$ cat src/rtl/seg_pkg.sv
// Shared segment codes and BCD-to-seven-segment decode for the scan display.
// Segment vectors are {g,f,e,d,c,b,a}, active-low.
package seg_pkg;

    localparam logic [6:0] SEG_0     = 7'b1000000;
    localparam logic [6:0] SEG_1     = 7'b1111001;
    localparam logic [6:0] SEG_2     = 7'b0100100;
    localparam logic [6:0] SEG_3     = 7'b0110000;
    localparam logic [6:0] SEG_4     = 7'b0011001;
    localparam logic [6:0] SEG_5     = 7'b0010010;
    localparam logic [6:0] SEG_6     = 7'b0000010;
    localparam logic [6:0] SEG_7     = 7'b1111000;
    localparam logic [6:0] SEG_8     = 7'b0000000;
    localparam logic [6:0] SEG_9     = 7'b0010000;
    localparam logic [6:0] SEG_MINUS = 7'b0111111;
    localparam logic [6:0] SEG_BLANK = 7'b1111111;

    // 0-9 are digits, A is a minus sign, B-F are blank.
    function automatic logic [6:0] bcd_to_seg(input logic [3:0] v);
        logic [6:0] s;
        case (v)
            4'd0:    s = SEG_0;
            4'd1:    s = SEG_1;
            4'd2:    s = SEG_2;
            4'd3:    s = SEG_3;
            4'd4:    s = SEG_4;
            4'd5:    s = SEG_5;
            4'd6:    s = SEG_6;
            4'd7:    s = SEG_7;
            4'd8:    s = SEG_8;
            4'd9:    s = SEG_9;
            4'hA:    s = SEG_MINUS;
            default: s = SEG_BLANK;
        endcase
        return s;
    endfunction

endpackage

$ cat src/rtl/seg_decoder.sv
// Combinational nibble to seven-segment decoder (active-low segments).
module seg_decoder
    import seg_pkg::*;
(
    input  logic [3:0] nibble,
    output logic [6:0] seg
);

    // Pure table lookup through the shared package function.
    always_comb seg = bcd_to_seg(nibble);

endmodule

$ cat src/rtl/seg_scan_display.sv
// Time-multiplexed N-digit seven-segment scan driver with staged,
// frame-synchronous data loading, blink, leading-zero and ghost blanking.
module seg_scan_display
    import seg_pkg::*;
#(
    parameter int N_DIGITS     = 8,
    parameter int DIV_BITS     = 17,
    parameter int BLANK_CYCLES = 1024,
    parameter int BLINK_BITS   = 26
) (
    input  logic                  CLK100MHZ,
    input  logic                  rst,
    input  logic                  load,
    input  logic [4*N_DIGITS-1:0] digits,
    input  logic [N_DIGITS-1:0]   digit_en,
    input  logic [N_DIGITS-1:0]   dp_mask,
    input  logic [N_DIGITS-1:0]   blink_mask,
    input  logic                  lz_blank,
    output logic [N_DIGITS-1:0]   AN,
    output logic [6:0]            seg,
    output logic                  DP,
    output logic                  frame_sync,
    output logic                  pending
);

    localparam int IDX_W = $clog2(N_DIGITS);
    localparam logic [DIV_BITS-1:0] BLANK_LIM = DIV_BITS'(BLANK_CYCLES);
    localparam logic [IDX_W-1:0]    IDX_LAST  = IDX_W'(N_DIGITS - 1);

    logic [DIV_BITS-1:0]   dwell;
    logic [IDX_W-1:0]      idx;
    logic [BLINK_BITS-1:0] blink_cnt;
    logic                  boundary;

    // Staging (written by load) and shadow (drives the display) copies.
    logic [4*N_DIGITS-1:0] st_digits, sh_digits;
    logic [N_DIGITS-1:0]   st_en, sh_en, st_dp, sh_dp, st_blink, sh_blink;
    logic                  st_lz, sh_lz;
    logic                  pending_q;

    logic [3:0]            cur_nib;
    logic                  cur_en, cur_dp, cur_blink, lz_hit, dark;
    logic [6:0]            cur_seg;

    logic [N_DIGITS-1:0]   an_p1;
    logic [6:0]            seg_p1;
    logic                  dp_p1, vld_p1;

    assign boundary = (&dwell) && (idx == IDX_LAST);

    // Dwell, scan index and blink counters; all free-running.
    always_ff @(posedge CLK100MHZ) begin
        if (rst) begin
            dwell     <= '0;
            idx       <= '0;
            blink_cnt <= '0;
        end else begin
            dwell     <= dwell + 1'b1;
            blink_cnt <= blink_cnt + 1'b1;
            if (&dwell)
                idx <= (idx == IDX_LAST) ? '0 : idx + 1'b1;
        end
    end

    // Staging/shadow handoff: a load on the boundary bypasses staging so it
    // appears in the very next frame; otherwise the last load before a
    // boundary is the one promoted.
    always_ff @(posedge CLK100MHZ) begin
        if (rst) begin
            st_digits <= '0; st_en <= '0; st_dp <= '0; st_blink <= '0; st_lz <= 1'b0;
            sh_digits <= '0; sh_en <= '0; sh_dp <= '0; sh_blink <= '0; sh_lz <= 1'b0;
            pending_q <= 1'b0;
        end else if (boundary && load) begin
            sh_digits <= digits; sh_en <= digit_en; sh_dp <= dp_mask;
            sh_blink  <= blink_mask; sh_lz <= lz_blank;
            pending_q <= 1'b0;
        end else if (boundary && pending_q) begin
            sh_digits <= st_digits; sh_en <= st_en; sh_dp <= st_dp;
            sh_blink  <= st_blink; sh_lz <= st_lz;
            pending_q <= 1'b0;
        end else if (load) begin
            st_digits <= digits; st_en <= digit_en; st_dp <= dp_mask;
            st_blink  <= blink_mask; st_lz <= lz_blank;
            pending_q <= 1'b1;
        end
    end

    // Select the scanned digit's attributes and evaluate leading-zero blanking:
    // blank when every enabled digit at or left of idx holds zero.
    always_comb begin
        cur_nib   = 4'h0;
        cur_en    = 1'b0;
        cur_dp    = 1'b0;
        cur_blink = 1'b0;
        lz_hit    = sh_lz && (idx != '0);
        for (int j = 0; j < N_DIGITS; j++) begin
            if (idx == IDX_W'(j)) begin
                cur_nib   = sh_digits[4*j +: 4];
                cur_en    = sh_en[j];
                cur_dp    = sh_dp[j];
                cur_blink = sh_blink[j];
            end
            if ((j >= int'(idx)) && sh_en[j] && (sh_digits[4*j +: 4] != 4'h0))
                lz_hit = 1'b0;
        end
    end

    seg_decoder u_dec (
        .nibble (cur_nib),
        .seg    (cur_seg)
    );

    // Dark when disabled, within the ghost-blank window, in blink-off phase,
    // or leading-zero blanked.
    always_comb begin
        dark = !cur_en || (dwell < BLANK_LIM)
            || (cur_blink && blink_cnt[BLINK_BITS-1]) || lz_hit;
    end

    // ---- stage p1: registered pin drive ----
    // Output registers; one cycle behind the counter/shadow state.
    always_ff @(posedge CLK100MHZ) begin
        if (rst) begin
            an_p1  <= '1;
            seg_p1 <= SEG_BLANK;
            dp_p1  <= 1'b1;
            vld_p1 <= 1'b0;
        end else begin
            vld_p1 <= (dwell == '0) && (idx == '0);
            if (dark) begin
                an_p1  <= '1;
                seg_p1 <= SEG_BLANK;
                dp_p1  <= 1'b1;
            end else begin
                an_p1  <= ~(N_DIGITS'(1) << idx);
                seg_p1 <= cur_seg;
                dp_p1  <= ~cur_dp;
            end
        end
    end

    assign AN         = an_p1;
    assign seg        = seg_p1;
    assign DP         = dp_p1;
    assign frame_sync = vld_p1;
    assign pending    = pending_q;

endmodule

$ cat config.mk
export PLATFORM = sky130hd
export DESIGN_NAME = seg_scan_display
export DESIGN_NICKNAME = d
export VERILOG_FILES = /design/src/rtl/seg_pkg.sv /design/src/rtl/seg_decoder.sv /design/src/rtl/seg_scan_display.sv
export SDC_FILE = /design/constraint.sdc
export NUM_CORES = 1
export LEC_CHECK = 0
export BUFFER_PORTS_ARGS = -buffer_cell sky130_fd_sc_hd__buf_4
export CORE_ASPECT_RATIO = 0.8
export CORE_MARGIN = 5
export CORE_UTILIZATION = 63
export CTS_CLUSTER_SIZE = 14
export DETAILED_ROUTE_END_ITERATION = 16
export GPL_ROUTABILITY_DRIVEN = 0
export PLACE_DENSITY = 0.84
export SYNTH_ARGS = -nofsm -noshare
export SYNTH_HDL_FRONTEND = slang
export SYNTH_HIERARCHICAL = 1
export SYNTH_SLANG_ARGS = --single-unit
$ cat constraint.sdc
create_clock -name CLK100MHZ -period 4.93 [get_ports CLK100MHZ]
set_input_delay 1.2325 -clock CLK100MHZ [delete_from_list [all_inputs] [get_ports CLK100MHZ]]
set_output_delay 1.2325 -clock CLK100MHZ [all_outputs]
set_load 0.01 [all_outputs]
* Word-level counts from Yosys, hierarchy flattened
Memory sizes are Yosys's and may differ from the RTL's. A register that Yosys moved wholly into a read port is not among the register bits.
Index checks and enable logic that the tools add are counted.
** Word-level totals
- Bits in registers :: 171
- ROM bits :: 112
- Bits of input ports :: 60
- Output and inout port bits :: 18
- Logic and storage cells :: 133
- Memories :: 1
** Memory list
- (name not given) :: depth 16, width 7, rd ports 1, clocked after memory_dff 1, wr ports 0, RTL line seg_pkg.sv:21 : case (v)
** Operators by class
- $add $sub $neg :: 3
- Magnitude comparators :: 8
- Eq/ne operators :: 7
- Shift-type cells :: 1
- Multiplexer cells :: 51
- Bitwise operators :: 4
- Reductions and logical operators :: 41
** Operators with widths (number)
- $mux 32 :: 2
- $mux 8 :: 6
- $mux 1 :: 34
- $mux 4 :: 8
- $reduce_bool 4->1 :: 8
- $add 26x1->26 const B :: 1
- $logic_and 1x1->1 :: 21
- $add 17x1->17 const B :: 1
- $logic_not 17->1 :: 1
- $lt 17x11->1 const B :: 1
- $reduce_and 17->1 :: 1
- $eq 3x3->1 const B :: 4
- $ge 3x3->1 const A :: 3
- $not 8->8 :: 1
- $shl 1x3->8 const A :: 1
- $eq 3x2->1 const B :: 2
- $ge 1x3->1 const A :: 2
- $ge 2x3->1 const A :: 2
- $add 3x1->3 const B :: 1
- $eq 3x1->1 const B :: 1
- $logic_not 3->1 :: 1
- $logic_or 1x1->1 :: 3
- $mux 3 :: 1
- $not 1->1 :: 3
- other kinds (6) :: 6

* Depth between registers and ports, before layout
Gate-level depths: netlist of the first run.
- Depth in word-level cells :: 14
- Mapped depth :: 16
- Gate-level depth less buffers :: 13

* Modules after synthesis
The synthesis of the first run kept the hierarchy.
** Modules (own cells, without submodules)
- seg_scan_display :: times used 1, cells each 925, area an instance 7603.5 µm², sequential area each 3563.4 µm²
- seg_decoder :: times used 1, cells each 33, area an instance 226.5 µm², sequential area each 0.0 µm²

* Worst setup path before layout of the first run
OpenSTA, ideal clock, no wires.
- Kind :: flip-flop to flip-flop
- From :: reg idx[1]
- To :: reg seg_p1[3] (netlist: seg[3])
- Library setup time :: 0.123 ns
- Data arrival time :: 2.970 ns
- Required time :: 4.807 ns
- Path slack :: 1.837 ns
- Cell stages (with the launch flop) :: 17
- Buffers on the path :: 3
- Clock period less this slack :: 3.093 ns
- Path through :: dfxtp_1 buf_2 inv_1 ha_1 buf_2 clkbuf_1 nand2_1 o21ai_0 a221oi_1 a2bb2oi_1 o31ai_1 inv_1 ha_1 or2_1 a21oi_2 a31oi_1 nand3b_1
** On the way
- Elaborated cells between the ends (all ways) :: 69
- Those cells by class :: 7 x order compare; 7 x eq/ne; 32 x mux; 23 x reduce/logical
** RTL lines
- start, declared :: RTL line seg_scan_display.sv:31 : logic [IDX_W-1:0] idx;
- start signal, assigned :: RTL line seg_scan_display.sv:61 : idx <= (idx == IDX_LAST) ? '0 : idx + 1'b1;
- $logic_not 3->1 :: RTL line seg_scan_display.sv:97 : if (idx == IDX_W'(j)) begin
- $mux 4 (7 in a row) :: RTL line seg_scan_display.sv:97
- $mux 4 * :: RTL line seg_scan_display.sv:97
- named net cur_nib[1] :: RTL line seg_scan_display.sv:41 : logic [3:0] cur_nib;
- end, declared :: RTL line seg_scan_display.sv:46 : logic [6:0] seg_p1;
Mark *: on every way through the listed nets, which the timed path passes. The rest lies on a longest branch.
A chain may end at the register's enable or synchronous reset.

* Worst setup path in the final report of the first run
- From :: reg idx[1]
- To :: reg seg_p1[0] (netlist: seg[0])
Same word-level chain as after synthesis.

==> results of run 1 <==
stage by stage:
stage | setup slack (ns) | hold slack [ns] | util
finish | 0.933 | 0.448 | 0.736
CTS | 1.02 | 0.451 | 0.736
floorplan | 1.84 | 0.430 | -
detailed placement | 1.05 | 0.442 | 0.687
global route | 0.513 | 0.468 | 0.736
global placement | 1.29 | 0.437 | 0.687
sequential cells by signal (all words and copies together), names as in the netlist, 17 cells and up:
signal	flops
blink_cnt	26
dwell	17
sh_digits	32
st_digits	32
synthesized netlist by cell type (4+ instances only):
cell / instances
dfxtp_1: 178
xor2_1: 18
buf_2: 22
nand4_1: 14
inv_1: 12
or3_1: 7
nor2_1: 114
o21ai_1: 5
clkbuf_1: 46
a21oi_1: 71
a221oi_1: 4
or4_1: 6
nand2b_1: 6
nor3_1: 12
nand3_1: 36
nor2b_1: 7
o31ai_1: 4
xnor2_1: 14
a2bb2oi_1: 5
nand2_1: 153
ha_1: 15
o22ai_1: 45
o21ai_0: 25
a211oi_1: 58
nand3b_1: 26
routing by layer:
layer  GRT usage  part of all wire
met3      0.0485             0.064
met1       0.365              0.46
met4       0.101             0.025
met5           0                 0
met2       0.398              0.45
final cells by class:
cell class / instances / area, um2 / area share
clock buffer: 19 / 443 / 0.0495
tap: 152 / 190 / 0.0212
inverter: 14 / 52.6 / 0.00587
clock inverter: 13 / 153 / 0.0171
multi-input combinational: 693 / 3910 / 0.437
timing repair buffer: 85 / 638 / 0.0713
sequential: 178 / 3560 / 0.398
layout by cell type, fill, tap and decap left out, types with 14 or more instances in the layout:
cell / instances
nand4_1: 14
a211oi_1: 58
nand3_1: 36
ha_1: 15
nand2_1: 152
nor2_1: 112
buf_4: 85
nand3b_1: 26
o22ai_1: 45
clkbuf_16: 17
o21ai_0: 25
xor2_1: 18
a21oi_1: 71
xnor2_1: 14
dfxtp_1: 178
tightest hold or removal path: stages (launching register included):
cell and delay [ns]:
dfxtp_1 0.30, nand2_1 0.05, a21oi_1 0.05
how the worst max path moves through the flow:
| stage | slack, ns | depth (start not counted) | to | start |
|---|---|---|---|---|
| finish | 0.93 | 12 | seg[0] | idx[1] |
| floorplan | 1.84 | 16 | seg[3] | idx[1] |
| detailed placement | 1.05 | 12 | seg[3] | idx[1] |
| global route | 0.51 | 12 | seg[3] | idx[1] |
| CTS | 1.02 | 12 | seg[0] | idx[1] |
| global placement | 1.29 | 12 | seg[0] | idx[1] |
kinds of logic (layout without fill, tap and decap cells):
group | Yosys count | count (layout) | synth area share
and+or+nand+nor | 403 | 403 | 0.239
DFF | 178 | 178 | 0.455
adders and majority gates | 15 | 15 | 0.0240
buffers and inverters | 87 | 131 | 0.0476
xor gates and xnor gates | 32 | 32 | 0.0358
AOI/OAI and AO/OA | 243 | 243 | 0.199
power by group through the flow:
stage / Combinational, mW / Clock, mW / Sequential, mW
final: 0.176 / 1.35 / 1.49
after detailed placement: 0.174 / 0 / 1.52
after global routing: 0.196 / 1.44 / 1.49
after global placement: 0.172 / 0 / 1.52
after CTS: 0.177 / 1.37 / 1.49
after floorplan: 0.107 / 0 / 1.51
==> impl_metrics.toml, run 1 <==
[outcome]
run_status = "complete, no violations"

[setup_path]
rr_startpoint = "idx[1]"
slowest_stage = "dfxtp_1"
crit_path_end_kind = "register"
cp_slowest_stage_delay_ns = 0.72
worst-path-max-fanout = 22
r2r_cells = 12
worstSetupPathType = "reg -> reg"
cp-start-kind = "register"
critPathTopFamily = "compound AO/OA/AOI/OAI gates"
critPathRequiredTime_ns = 5.22
crit_buf_inv = 2
cp.arrival_ns = 4.28
timing.rr.end = "seg[0]"
regToRegSetupSlack_ns = 0.93
crit_path_cell_trace = "ha_1, inv_2, nor2_1, a221oi_1, a2bb2oi_1, o31ai_1, inv_1, ha_1, or2_1, a21oi_2, nor2_1, nand3b_1"

[clock_tree]
htree_levels = 4
clock_path_buffers = 2
cts_resized = 0
clock_sinks = 178
path_clk_slew_ns = 0.07
ctsHoldBuffers = 0
cts_setup_buffers = 0
clock_latency_ns = 0.43
cts_root_buf = "clkbuf_16"
cts_tree = "done"
cts-buffers-inserted = 17

[power_and_ir_drop]
p_int_mw = 2.31
p_leak_nw = 3.23
finalPower_mw = 3.02
pwr_density_cell_mw_per_mm2 = 337
switching_share = 0.233
pwr-share-comb = 0.059
power_frac_seq = 0.493
ir_worst_vdd_v = 0.000241
power.switching_uw = 702
clkPwrFrac = 0.448

[sta]
worstMarginPinSlew_ns = 1.11
relSlewSlack = 0.256
fin_crit_ns = 4.00
setup_tns_ns = 0
setup_violations = 0
fmax_mhz = 250
fin_skew_ns = 0.0108
finalCritPeriodShare = 0.811
report.final.slew_viol_count = 0
hold_viol_final = 0
rsz0062_at_grt = "false"

[floorplanning]
std_cell_rows = 36
die_area_mm2 = 0.0148
pin_count = 78
die_x_um = 135
initial_core_util = 0.644
die_y_um = 110
coreArea_mm2 = 0.0122

[synthesis]
async_flop_share = 0
synth.distinct_cells = 60
ys_seq_area_frac = 0.455
synthesis.area_mm2 = 0.00783
synth.ff_latch_count = 178
ys.flop_type = "dfxtp_1"
yosys_warnings = 6
syn_nets = 1033
syn_area_per_cell_um2 = 8.17
synth_area_leaders = "dfxtp_1 (46%), nand2_1 (7.3%), a211oi_1 (5.6%)"
synthCells = 958
synth_edf_count = 0
synth_top_cell_by_area = "dfxtp_1"
synth_top_area_share = 0.455

[place]
placed_cells = 1122
port_buffers = 77
dp_hpwl_um = 12100
placed_area_mm2 = 0.00836

[global_routing]
grt_max_degree = 88
antenna_found_initial = 0
grt_pass1_wl_um = 31200
grt_pass1_vias = 6405
grt.total_usage = 0.259
grt-ovfl-total = 0

[routing]
vias_per_cell = 6.08
wirelength_um = 18900
ant_nets = 0
via_count = 7017
drtPass1Iterations = 5
drt_iter0_drc = 636
wire_per_inst_um = 16.3
drc_errors = 0

[final_layout]
final_cells = 1154
drive_above_1_share = 0.132
fill_cells = 960
diodes = 0
layout.nets = 1064
area_growth_pct = 14.3
final_area_mm2 = 0.00895

[run]
max-cap-violations = 0

[hold_path]
hold_path.class = "reg -> reg"
min_from = "st_digits[23]"
holdPathStages = 2
worstHoldEndpoint = "st_digits[23]"
Note: power is estimated with default switching activity, not from simulation.
==> run 2: changes to the inputs <==
--- a/config.mk
+++ b/config.mk
@@ -8,11 +8,11 @@
 export BUFFER_PORTS_ARGS = -buffer_cell sky130_fd_sc_hd__buf_4
 export CORE_ASPECT_RATIO = 0.8
 export CORE_MARGIN = 5
-export CORE_UTILIZATION = 63
+export CORE_UTILIZATION = 53
 export CTS_CLUSTER_SIZE = 14
 export DETAILED_ROUTE_END_ITERATION = 16
 export GPL_ROUTABILITY_DRIVEN = 0
-export PLACE_DENSITY = 0.84
+export PLACE_DENSITY = 0.76
 export SYNTH_ARGS = -nofsm -noshare
 export SYNTH_HDL_FRONTEND = slang
 export SYNTH_HIERARCHICAL = 1
==> constraint.sdc (replaced) <==
create_clock -name CLK100MHZ -period 3.5 [get_ports CLK100MHZ]
set_input_delay 0.875 -clock CLK100MHZ [delete_from_list [all_inputs] [get_ports CLK100MHZ]]
set_output_delay 0.875 -clock CLK100MHZ [all_outputs]
set_load 0.01 [all_outputs]
==> impl_metrics.toml, run 2 (synthesis results as in run 1) <==
[hold_path]
hold_path.class = "reg -> reg"
holdPathStages = 2
min_from = "st_digits[23]"
worstHoldEndpoint = "st_digits[23]"

[power_and_ir_drop]
ir_worst_vdd_v = 0.000344
finalPower_mw = 4.39
p_leak_nw = 3.32
pwr_density_cell_mw_per_mm2 = 480

[clock_tree]
ctsHoldBuffers = 0
cts_resized = 0
clock_path_buffers = 2
cts_tree = "done"
cts_root_buf = "clkbuf_16"
clock_sinks = 178
clock_latency_ns = 0.44
path_clk_slew_ns = 0.06
htree_levels = 4
cts-buffers-inserted = 17
cts_setup_buffers = 0

[global_routing]
grt_pass1_vias = 6423
grt-ovfl-total = 0
grt.total_usage = 0.220
grt_pass1_wl_um = 31700
grt_max_degree = 64
antenna_found_initial = 0

[place]
dp_hpwl_um = 12900
port_buffers = 77
placed_area_mm2 = 0.00850

[floorplanning]
std_cell_rows = 39
die_area_mm2 = 0.0173
die_x_um = 146
die_y_um = 119
initial_core_util = 0.544
coreArea_mm2 = 0.0144
pin_count = 78

[routing]
vias_per_cell = 5.83
wirelength_um = 19100
drtPass1Iterations = 5
drt_iter0_drc = 675
via_count = 6968
wire_per_inst_um = 16.0
ant_nets = 0
drc_errors = 0

[sta]
fin_skew_ns = 0.0135
report.final.slew_viol_count = 0
setup_tns_ns = 0
fmax_mhz = 323
hold_viol_final = 0
rsz0062_at_grt = "false"
relSlewSlack = 0.491
setup_violations = 0
finalCritPeriodShare = 0.885
fin_crit_ns = 3.10
worstMarginPinSlew_ns = 0.762

[setup_path]
worstSetupPathType = "reg -> reg"
timing.rr.end = "seg[3]"
crit_path_end_kind = "register"
cp.arrival_ns = 3.39
critPathRequiredTime_ns = 3.79
r2r_cells = 11
rr_startpoint = "idx[1]"
slowest_stage = "nor2b_1"
crit_path_cell_trace = "buf_4, nor2b_1, o21ai_0, a221oi_1, a2bb2oi_1, o31ai_1, ha_1, or2_1, a21oi_2, a31oi_1, nand3b_1"
regToRegSetupSlack_ns = 0.40
cp-start-kind = "register"
cp_slowest_stage_delay_ns = 0.59
worst-path-max-fanout = 13

[final_layout]
fin_util = 0.635
final_area_mm2 = 0.00914
final_cell_mix = "dfxtp_1 (178), nand2_1 (152), nor2_1 (112), buf_4 (94), a21oi_1 (71)"
drive_above_1_share = 0.140
final_common_cell = "dfxtp_1"
layout.nets = 1075
diodes = 0
area_growth_pct = 16.7
largestRegisters = "sh_digits: 32 flops, st_digits: 32 flops, blink_cnt: 26 flops"

[outcome]
run_status = "complete, no violations"

[run]
max-cap-violations = 0
-- run 2: cell count changes in the layout (fill, tap and decap cells not counted), sizes merged --
cell / delta
inv: -4
clkbuf: +3
buf: +11
clkinvlp: -2
bufinv: +2
-- run 2: cell type report --
cell class | count | area (um2)
multi-input cells | 693 | 3910
clock inverters | 9 | 153
repair buffers | 96 | 746
clock buffers | 22 | 484
flip-flops and latches | 178 | 3560
fillers | 1208 | 5250
inverters | 14 | 52.6
well taps | 184 | 230
-- run 2: critical path, delay by kind of cell, from the launching register on --
| family | cells | cell delay [ns] |
|---|---|---|
| compound gates | 6 | 1.09 |
| simple gates | 3 | 0.97 |
| flops | 1 | 0.42 |
| fa+ha+maj | 1 | 0.25 |
| buf+inv | 1 | 0.22 |
-- run 2: per-layer routing --
metal | global-route usage | vias to the layer above | routed length [um]
li1 | - | 3472 | -
met1 | 0.318 | 3244 | 9300
met2 | 0.324 | 229 | 8110
met3 | 0.0574 | 23 | 1410
met4 | 0.0647 | 0 | 261
met5 | 0 | - | 0
-- run 2: per-stage QoR --
stage	hold WS [ns]	worst slack, ns	cells
floorplan	0.430	0.407	958
global placement	0.436	0.578	1165
detailed placement	0.443	0.487	1165
CTS	0.451	0.472	1196
global route	0.468	0.138	1196
finish	0.449	0.403	1196
-- run 2: worst max path at each step --
stage                     slack (ns)  endpoint  depth (start not counted)    from
after CTS                       0.47    seg[1]                         11  idx[1]
after global placement          0.58    seg[3]                         11  idx[1]
after floorplan                 0.41    seg[3]                         16  idx[1]
after global routing            0.14    seg[1]                         11  idx[1]
after detailed placement        0.49    seg[1]                         11  idx[1]
final                           0.40    seg[3]                         11  idx[1]
-- run 2: power by group --
group          total (mW)  switching [mW]  internal, mW
registers            2.09          0.0229          2.07
logic               0.258           0.149         0.109
clock network        2.04           0.776          1.27
total                4.39           0.947          3.44
==> run 3: changes to the inputs <==
--- a/config.mk
+++ b/config.mk
@@ -7,7 +7,7 @@
 export LEC_CHECK = 0
 export BUFFER_PORTS_ARGS = -buffer_cell sky130_fd_sc_hd__buf_4
 export CORE_ASPECT_RATIO = 0.8
-export CORE_MARGIN = 5
+export CORE_MARGIN = 2
 export CORE_UTILIZATION = 53
 export CTS_CLUSTER_SIZE = 14
 export DETAILED_ROUTE_END_ITERATION = 16
==> impl_metrics.toml, run 3 (synthesis results as in run 1) <==
[run]
max-cap-violations = 0

[clock_tree]
cts-buffers-inserted = 17
clock_latency_ns = 0.44
clock_path_buffers = 2
clock_sinks = 178
path_clk_slew_ns = 0.06
cts_tree = "done"
cts_root_buf = "clkbuf_16"
htree_levels = 4

[routing]
via_count = 6913
ant_nets = 0
drc_errors = 0
wire_per_inst_um = 15.7
drtPass1Iterations = 5
drt_iter0_drc = 634
wirelength_um = 18700
vias_per_cell = 5.78

[sta]
worstMarginPinSlew_ns = 0.800
hold_viol_final = 0
rsz0062_at_grt = "false"
relSlewSlack = 0.465
fin_crit_ns = 3.19
fin_skew_ns = 0.00681
finalCritPeriodShare = 0.912
setup_tns_ns = 0
setup_violations = 0
fmax_mhz = 313
report.final.slew_viol_count = 0

[setup_path]
critPathMostFrequentCell = "ha_1"
rr_startpoint = "idx[1]"
regToRegSetupSlack_ns = 0.31
cp-start-kind = "register"
worst-path-max-fanout = 16
cp_slowest_stage_delay_ns = 0.60
timing.rr.end = "seg[3]"
critPathRequiredTime_ns = 3.79
cp.arrival_ns = 3.48
r2r_cells = 12
crit_path_cell_trace = "ha_1, inv_2, nor2_1, a221oi_1, a2bb2oi_1, o31ai_1, inv_1, ha_1, or2_1, a21oi_2, a31oi_1, nand3b_1"
slowest_stage = "dfxtp_1"
worstSetupPathType = "reg -> reg"
crit_path_end_kind = "register"

[final_layout]
area_growth_pct = 16.4
final_area_mm2 = 0.00912
drive_above_1_share = 0.140
final_common_cell = "dfxtp_1"
diodes = 0
largestRegisters = "sh_digits: 32 flops, st_digits: 32 flops, blink_cnt: 26 flops"
layout.nets = 1075
final_cell_mix = "dfxtp_1 (178), nand2_1 (152), nor2_1 (112), buf_4 (94), a21oi_1 (71)"

[place]
dp_hpwl_um = 12100
placed_area_mm2 = 0.00850
port_buffers = 77

[floorplanning]
pin_count = 78
die_y_um = 113
coreArea_mm2 = 0.0143
die_area_mm2 = 0.0158
initial_core_util = 0.546
die_x_um = 140
std_cell_rows = 39

[global_routing]
grt.total_usage = 0.243
grt_pass1_wl_um = 31200
grt-ovfl-total = 0
antenna_found_initial = 0
grt_max_degree = 69
grt_pass1_vias = 6258

[hold_path]
worstHoldEndpoint = "st_digits[21]"
holdPathStages = 2
hold_path.class = "reg -> reg"
min_from = "st_digits[21]"

[power_and_ir_drop]
pwr_density_cell_mw_per_mm2 = 472
ir_worst_vdd_v = 0.000602
switching_share = 0.221
power.switching_uw = 950
clkPwrFrac = 0.454
pwr-share-comb = 0.060
p_leak_nw = 3.30
finalPower_mw = 4.31
power_frac_seq = 0.486
p_int_mw = 3.36

[outcome]
run_status = "complete, no violations"
[run 3: power groups by stage]
stage                     Sequential, mW  Combinational, mW  Clock, mW
final                               2.09              0.258       1.95
after global routing                2.10              0.287       2.07
after CTS                           2.09              0.259       1.97
after detailed placement            2.14              0.256          0
after global placement              2.14              0.253          0
after floorplan                     2.13              0.150          0
[run 3: cell type report]
cell class	instances	area [um2]
Clock buffer	23	478
Clock inverter	9	129
Fill cell	1270	5230
Inverter	14	52.6
Multi-Input combinational cell	693	3920
Sequential cell	178	3560
Tap cell	184	230
Timing Repair Buffer	96	746
[run 3: routing by layer]
metal  GRT usage  wire length (um)  vias up
li1            -                 -     3470
met1       0.362              9340     3197
met2       0.352              7930      222
met3      0.0499              1190       24
met4      0.0793               282        0
met5           0                 0        -
[run 3: critical path: cells and delay by family (launching register included)]
kind,cells,cell delay [ns]
AOI/OAI and AO/OA,5,0.93
DFF,1,0.60
and+or+nand+nor,3,0.71
adders and majority gates,2,0.51
buffers and inverters,2,0.29
[run 3: timing repair]
item,in CTS,in global routing
setup endpoints to repair,0,1
buffers inserted,0,0
hold buffers,0,0
endpoints found under the hold margin,0,0
gates resized for setup,0,1
[run 3: worst max path at each step]
stage,start,endpoint,slack (ns),cells after the start
finish,idx[1],seg[3],0.31,12
global route,idx[1],seg[3],0.03,12
CTS,idx[1],seg[1],0.33,11
detailed placement,idx[1],seg[1],0.36,11
global placement,idx[1],seg[1],0.52,11
floorplan,idx[1],seg[3],0.41,16
[run 3: metrics by stage]
step / utilization / setup slack [ns] / hold slack, ns / cells
5_1_grt: 0.635 / 0.0288 / 0.473 / 1197
2_1_floorplan: - / 0.407 / 0.430 / 958
3_5_place_dp: 0.593 / 0.361 / 0.442 / 1165
6_report: 0.635 / 0.310 / 0.449 / 1197
3_3_place_gp: 0.593 / 0.516 / 0.436 / 1165
4_1_cts: 0.635 / 0.332 / 0.451 / 1197
